**config.mk**
```make
export PLATFORM = sky130hd
export DESIGN_NAME = spi_master_rx_fifo
export DESIGN_NICKNAME = d
export VERILOG_FILES = /design/src/rtl/spi_master_rx_fifo.sv
export SDC_FILE = /design/constraint.sdc
export NUM_CORES = 1
export LEC_CHECK = 0
export BUFFER_PORTS_ARGS = -buffer_cell sky130_fd_sc_hd__buf_2
export CAP_MARGIN = 10
export CELL_PAD_IN_SITES_DETAIL_PLACEMENT = 0
export CELL_PAD_IN_SITES_GLOBAL_PLACEMENT = 1
export CORE_UTILIZATION = 25
export CTS_CLUSTER_SIZE = 12
export DETAILED_ROUTE_END_ITERATION = 16
export PLACE_DENSITY = 0.54
export RECOVER_POWER = 50
export SLEW_MARGIN = 25
export SYNTH_ARGS = -nofsm -noshare
export SYNTH_HDL_FRONTEND = slang
export SYNTH_SLANG_ARGS = --single-unit
```
**constraint.sdc**
```tcl
create_clock -name clk -period 8.5 [get_ports clk]
set_input_delay 1.7 -clock clk [delete_from_list [all_inputs] [get_ports clk]]
set_output_delay 1.7 -clock clk [all_outputs]
set_load 0.01 [all_outputs]
```
**src/rtl/spi_master_rx_fifo.sv**
```systemverilog
// SPI RX word FIFO: absorbs words from the RX shifter (no backpressure) and serves them over valid/ready.
// Optional occupancy-threshold interrupt is compiled in with `define SPI_RX_FIFO_THR_IRQ_EN.
module spi_master_rx_fifo #(
    parameter int DATA_WIDTH = 32,
    parameter int DEPTH      = 8,
    parameter int LOG_DEPTH  = $clog2(DEPTH)
) (
    input  logic                  clk,
    input  logic                  rstn,
    input  logic                  clr_i,
    input  logic                  wr_valid_i,
    input  logic [DATA_WIDTH-1:0] wr_data_i,
    output logic                  rd_valid_o,
    input  logic                  rd_ready_i,
    output logic [DATA_WIDTH-1:0] rd_data_o,
    output logic [LOG_DEPTH:0]    elements_o,
    output logic                  full_o,
    output logic                  overflow_o,
`ifdef SPI_RX_FIFO_THR_IRQ_EN
    input  logic [LOG_DEPTH:0]    thr_i,
    output logic                  thr_irq_o,
`endif
    input  logic                  ovf_clr_i
);

    localparam logic [LOG_DEPTH:0] DEPTH_CNT = (LOG_DEPTH+1)'(DEPTH);

    logic [DATA_WIDTH-1:0] r_mem [DEPTH];
    logic [LOG_DEPTH:0]    r_wr_ptr;
    logic [LOG_DEPTH:0]    r_rd_ptr;
    logic [LOG_DEPTH:0]    r_count;
    logic                  r_full;
    logic                  r_ovf;
    logic [DATA_WIDTH-1:0] r_rd_data;

    logic                  w_pop;
    logic                  w_wr_acc;
    logic                  w_drop;
    logic [LOG_DEPTH:0]    w_wr_ptr_nxt;
    logic [LOG_DEPTH:0]    w_rd_ptr_nxt;
    logic [LOG_DEPTH:0]    w_count_nxt;
    logic [DATA_WIDTH-1:0] w_head_nxt;

    // Valid/ready: a pop happens only when rd_valid_o & rd_ready_i are both high at the clock edge;
    // rd_data_o holds steady while rd_valid_o=1 and no pop occurs.
    assign rd_valid_o = (r_wr_ptr != r_rd_ptr);
    assign w_pop      = rd_valid_o & rd_ready_i;
    assign w_wr_acc   = wr_valid_i & (~r_full | w_pop) & ~clr_i;
    assign w_drop     = wr_valid_i & r_full & ~w_pop;

    assign w_wr_ptr_nxt = r_wr_ptr + {{LOG_DEPTH{1'b0}}, w_wr_acc};
    assign w_rd_ptr_nxt = r_rd_ptr + {{LOG_DEPTH{1'b0}}, w_pop};
    assign w_count_nxt  = w_wr_ptr_nxt - w_rd_ptr_nxt;

    // Next head comes straight from the write port when it lands in the slot being written now.
    assign w_head_nxt = (w_rd_ptr_nxt == r_wr_ptr) ? wr_data_i
                                                   : r_mem[w_rd_ptr_nxt[LOG_DEPTH-1:0]];

    always_ff @(posedge clk) begin
        if (w_wr_acc) begin
            r_mem[r_wr_ptr[LOG_DEPTH-1:0]] <= wr_data_i;
        end
    end

    always_ff @(posedge clk or negedge rstn) begin
        if (!rstn) begin
            r_wr_ptr  <= '0;
            r_rd_ptr  <= '0;
            r_count   <= '0;
            r_full    <= 1'b0;
            r_ovf     <= 1'b0;
            r_rd_data <= '0;
        end else if (clr_i) begin
            r_wr_ptr  <= '0;
            r_rd_ptr  <= '0;
            r_count   <= '0;
            r_full    <= 1'b0;
            r_ovf     <= 1'b0;
        end else begin
            r_wr_ptr <= w_wr_ptr_nxt;
            r_rd_ptr <= w_rd_ptr_nxt;
            r_count  <= w_count_nxt;
            r_full   <= (w_count_nxt == DEPTH_CNT);
            // A drop coinciding with ovf_clr_i keeps the flag set.
            if (w_drop) begin
                r_ovf <= 1'b1;
            end else if (ovf_clr_i) begin
                r_ovf <= 1'b0;
            end
            if (w_rd_ptr_nxt != w_wr_ptr_nxt) begin
                r_rd_data <= w_head_nxt;
            end
        end
    end

    assign elements_o = r_count;
    assign full_o     = r_full;
    assign overflow_o = r_ovf;
    assign rd_data_o  = r_rd_data;

`ifdef SPI_RX_FIFO_THR_IRQ_EN
    logic r_thr_irq;

    always_ff @(posedge clk or negedge rstn) begin
        if (!rstn) begin
            r_thr_irq <= 1'b0;
        end else if (clr_i) begin
            r_thr_irq <= 1'b0;
        end else begin
            r_thr_irq <= (thr_i != '0) && (r_count >= thr_i);
        end
    end

    assign thr_irq_o = r_thr_irq;
`endif

endmodule

```
**Yosys cells after proc, flatten, opt, wreduce, memory -nomap -nowiden**

Memory sizes are Yosys's and may differ from the RTL's.
Cells that the tools add are included.
Widths: inputs -> output; s select.

- Register bits after elaboration: 46
- RAM bits: 256
- Bits of input ports: 38
- Output and inout bits: 39
- Logic and storage cells: 35
- Memories: 1

Memories:

| name | words | width | rd ports | clocked after memory_dff | wr ports | line | RTL |
|---|---|---|---|---|---|---|---|
| r_mem | 8 | 32 | 1 | 0 | 1 | 28 | `logic [DATA_WIDTH-1:0] r_mem [DEPTH];` |

- $add $sub $neg: 3
- Equality and inequality tests: 4
- Multiplexer cells: 10
- Bitwise operators: 9
- Reduce and logical (&&, ||, !) cells: 2

Operators with widths:

| cell | count |
|---|---|
| $mux 32 | 1 |
| $mux 4 | 3 |
| $add 4x1->4 | 2 |
| $ne 4x4->1 | 2 |
| $mux 1 | 6 |
| $and 1x1->1 | 5 |
| $eq 4x4->1 | 1 |
| $eq 4x4->1 const B | 1 |
| $sub 4x4->4 | 1 |
| $not 1->1 | 3 |
| $reduce_bool 3->1 | 1 |
| $reduce_and 2->1 | 1 |
| $or 1x1->1 | 1 |

**Longest topological paths before layout**

- Depth after elaboration: 9
- Depth in mapped cells: 13

**Worst setup path after synthesis**

No wires, ideal clock.

- Kind: input port to flip-flop
- Start: input rd_ready_i
- End: memory r_mem[0][0], enable pin
- Library setup time: 0.468 ns
- Data arrival time: 4.763 ns
- Required time: 8.032 ns
- Path slack: 3.269 ns
- Stages on the path: 5
- Path buffers: 0
- Path through: inv_1 -> a41o_1 -> a21oi_1 -> nor2b_1 -> nor3b_1

- Longest elaborated chain between the ends: 6

RTL lines:

| element | line | RTL |
|---|---|---|
| from (decl) | 14 | `input logic rd_ready_i,` |
| $and 1x1->1 | 47 | `assign w_pop = rd_valid_o & rd_ready_i;` |
| $or 1x1->1 | 48 | `assign w_wr_acc = wr_valid_i & (~r_full \| w_pop) & ~clr_i;` |
| $and 1x1->1 (2 in a row) | 48 |  |
| $mux 1 | 60 | `if (w_wr_acc) begin` |
| $mux 1 (implied by the code) | 61 | `r_mem[r_wr_ptr[LOG_DEPTH-1:0]] <= wr_data_i;` |
| to (decl) | 28 |  |

Every way passes these cells.

**Worst setup path in the final report**

- Start: input rd_ready_i
- End: register r_rd_data[28] (netlist: rd_data_o[28])

- Longest elaborated chain between the ends: 7

RTL lines:

| element | line | RTL |
|---|---|---|
| $and 1x1->1 * | 47 |  |
| $or 1x1->1 | 48 |  |
| $and 1x1->1 (2 in a row) | 48 |  |
| $add 4x1->4 | 51 | `assign w_wr_ptr_nxt = r_wr_ptr + {{LOG_DEPTH{1'b0}}, w_wr_acc};` |
| $ne 4x4->1 | 90 | `if (w_rd_ptr_nxt != w_wr_ptr_nxt) begin` |
| $reduce_and 2->1 (no line) | - |  |
| to (signal assigned) | 91 | `r_rd_data <= w_head_nxt;` |
| to (decl) | 34 | `logic [DATA_WIDTH-1:0] r_rd_data;` |

Every way passes the cells marked *; elsewhere a longest branch is shown, timed or not.
A chain may end at the register's enable or synchronous reset.

==> metrics.txt <==
vias in the first global route 6476; global-route wire length before repair 43100 µm; GRT Util Overall 11.5%; worst slack, placed 3480 ps; Leak Pwr 4.97 nW; DR pass1 iterations 6; wire per inst 19.4 µm; Detailed Route Iter0 Violations 462; port bufs 76; failing checks capacitance limit, slew limit; RSZ-0062 raised after global routing false; num ports 77; crit end category register; ys async rst share 15.2%; largest net degree at the start of global routing 54; initial core utilization 25.5%; syn_nets 742; XOR/XNOR Fraction of Synth Area 1.60%; Tightest Hold Check Type register to register; CP Launch Type input pin; Synth top area share 61.4%; # diodes 0; WS Path Type input pin to register; synth warn 0; Final Hold Viols 0; routed via count 6190; Layout area overhead 16.2%; setup TNS 0 ps; full die area 0.0510 mm²; GPL Wtd Cong 0.707; most common flop cell mapped by yosys edfxtp_1; Worst EP required 8920 ps; initial antenna violation count 0; clk_lat worst skew 500 ps; CP Max Fanout 53; hold path cells 2; Synth Area in Adders 0.799%; r2r startpoint r_wr_ptr[1]; Setup violations, final 0; status finished, violations left; VDD IR max 115 µV; Syn Inst Count 696; Cell Area, Placed 0.0136 mm²; routed wire length 28700 µm; CTS tree yes; Num CTS Buffers 35; Site Rows 81; hold_sp overflow_o; Final WS setup 4080 ps; Post-DP HPWL 15300 µm; most frequent cell after synthesis edfxtp_1; most frequent cells after synthesis edfxtp_1, mux2i_1, o21ai_0, dfrtp_1, inv_1; Fillers 4895; DR vias/cell 4.19; Worst-path clk slew 60 ps; Root Driver clkbuf_16; Synth cell types 42; count of nets after finishing 835; cell taking the most area after synthesis edfxtp_1; core area 0.0492 mm²; mux cell area share after synthesis 18.7%; post-route cell area 0.0145 mm²; fmax 226 MHz; Fin Clk Skew 15.3 ps; Synth Area in Compound Gates 3.13%; CTS resizes 0; #FFs+latches synth 302; Power Total 4.21 mW; period utilization 52.0%; reg2reg end rd_data_o[28]; Worst Path Arrival 4840 ps; Die Wd 226 µm; worst hold endpoint overflow_o; layout cells sized above 1 16.1%; htree depth 2; Synth Area in Simple Gates 1.44%; # hold bufs at CTS 0; EDFF count, synth 256; Max Slew Vio Count 47; ANT nets after route 0; Die Ht 226 µm; PwrDens 289 mW/mm²; Setup crit start rd_ready_i; main combinational cell family by area after synthesis multiplexers; slew margin rel. -104%; Mapped Area 0.0125 mm²; DR DRC count 0; synthesized area per cell 18.0 µm²; slew at the pin with the worst max-slew slack 3060 ps; fin crit period 4420 ps; Clock Sinks 302; Area contributors post-synth edfxtp_1, mux2i_1, dfrtp_1; Post-CTS Setup Bufs 0; post-synthesis sequential area ratio 70.6%; global route overflow 0; reg2reg setup slack 4460 ps; Max Cap Viol 1; Worst R2R Path Depth 10; clk buf depth 3
through the flow:
step	hold slack [ps]	std cells	utilization, %
after floorplan	537	696	-
after global placement	493	1416	27.7
after detailed placement	498	1416	27.7
after CTS	513	1478	29.7
after global routing	532	1478	29.6
final	505	1478	29.6
cell families (layout without fill, tap and decap cells):
kind of cell / Yosys count / count (layout)
compound gates: 71 / 71
xor+xnor: 16 / 16
fa+ha+maj: 8 / 8
buf+inv: 75 / 193
flops: 302 / 302
mux: 192 / 192
simple gates: 32 / 32
routing by layer:
metal,vias to the layer above,wire length (µm),track usage [%]
li1,2864,-,-
met1,3173,12700,15.0
met2,114,14300,19.6
met3,39,1170,1.91
met4,0,511,3.09
met5,-,0,0
cells in the final DEF, fill, tap and decap left out, drive strengths merged, types with 2 or more instances in the layout:
| cell type | Yosys | routed |
|---|---|---|
| a21oi | 2 | 2 |
| and3b | 2 | 2 |
| buf | 24 | 44 |
| clkbuf | 12 | 98 |
| clkinv | 1 | 9 |
| dfrtp | 46 | 46 |
| edfxtp | 256 | 256 |
| ha | 8 | 8 |
| inv | 38 | 40 |
| mux2i | 160 | 160 |
| mux4 | 32 | 32 |
| nand2 | 2 | 2 |
| nand3 | 2 | 2 |
| nor2 | 10 | 10 |
| nor2b | 6 | 6 |
| nor3 | 2 | 2 |
| nor3b | 3 | 3 |
| o21ai | 64 | 64 |
| xnor2 | 12 | 12 |
| xor2 | 2 | 2 |
power by group:
group	switching, mW	internal (mW)
registers	0.0738	1.72
logic	0.592	0.463
clock network	0.560	0.800
state kept, by name, indices dropped and copies added (netlist names):
register,cells
elements_o,4
full_o,1
overflow_o,1
r_mem,256
r_rd_ptr,4
r_wr_ptr,4
rd_data_o,32
worst max-delay path by stage:
stage | end | slack (ps)
final | rd_data_o[28] | 4080
after global routing | rd_data_o[7] | 3820
after CTS | rd_data_o[8] | 4010
after detailed placement | rd_data_o[8] | 3480
after global placement | rd_data_o[28] | 3560
after floorplan | r_mem[0][0] | 3270
area by class of cell:
type | count | area, µm² | area share (%)
clock inverter | 12 | 83.8 | 0.576
sequential | 302 | 8840 | 60.8
clock buffer | 50 | 942 | 6.48
timing repair buffer | 92 | 438 | 3.01
multi-input combinational | 319 | 3270 | 22.5
tap | 664 | 831 | 5.71
inverter | 39 | 146 | 1.01
worst max-delay path, stage by stage:
cell and delay, ps:
buf_2 100, inv_1 40, a41o_1 120, inv_1 80, ha_4 860, buf_4 780, mux2i_1 190, mux4_2 480
o21ai_0 100, o21ai_0 130, mux2i_1 170
Power figures use the tool's default switching activity.
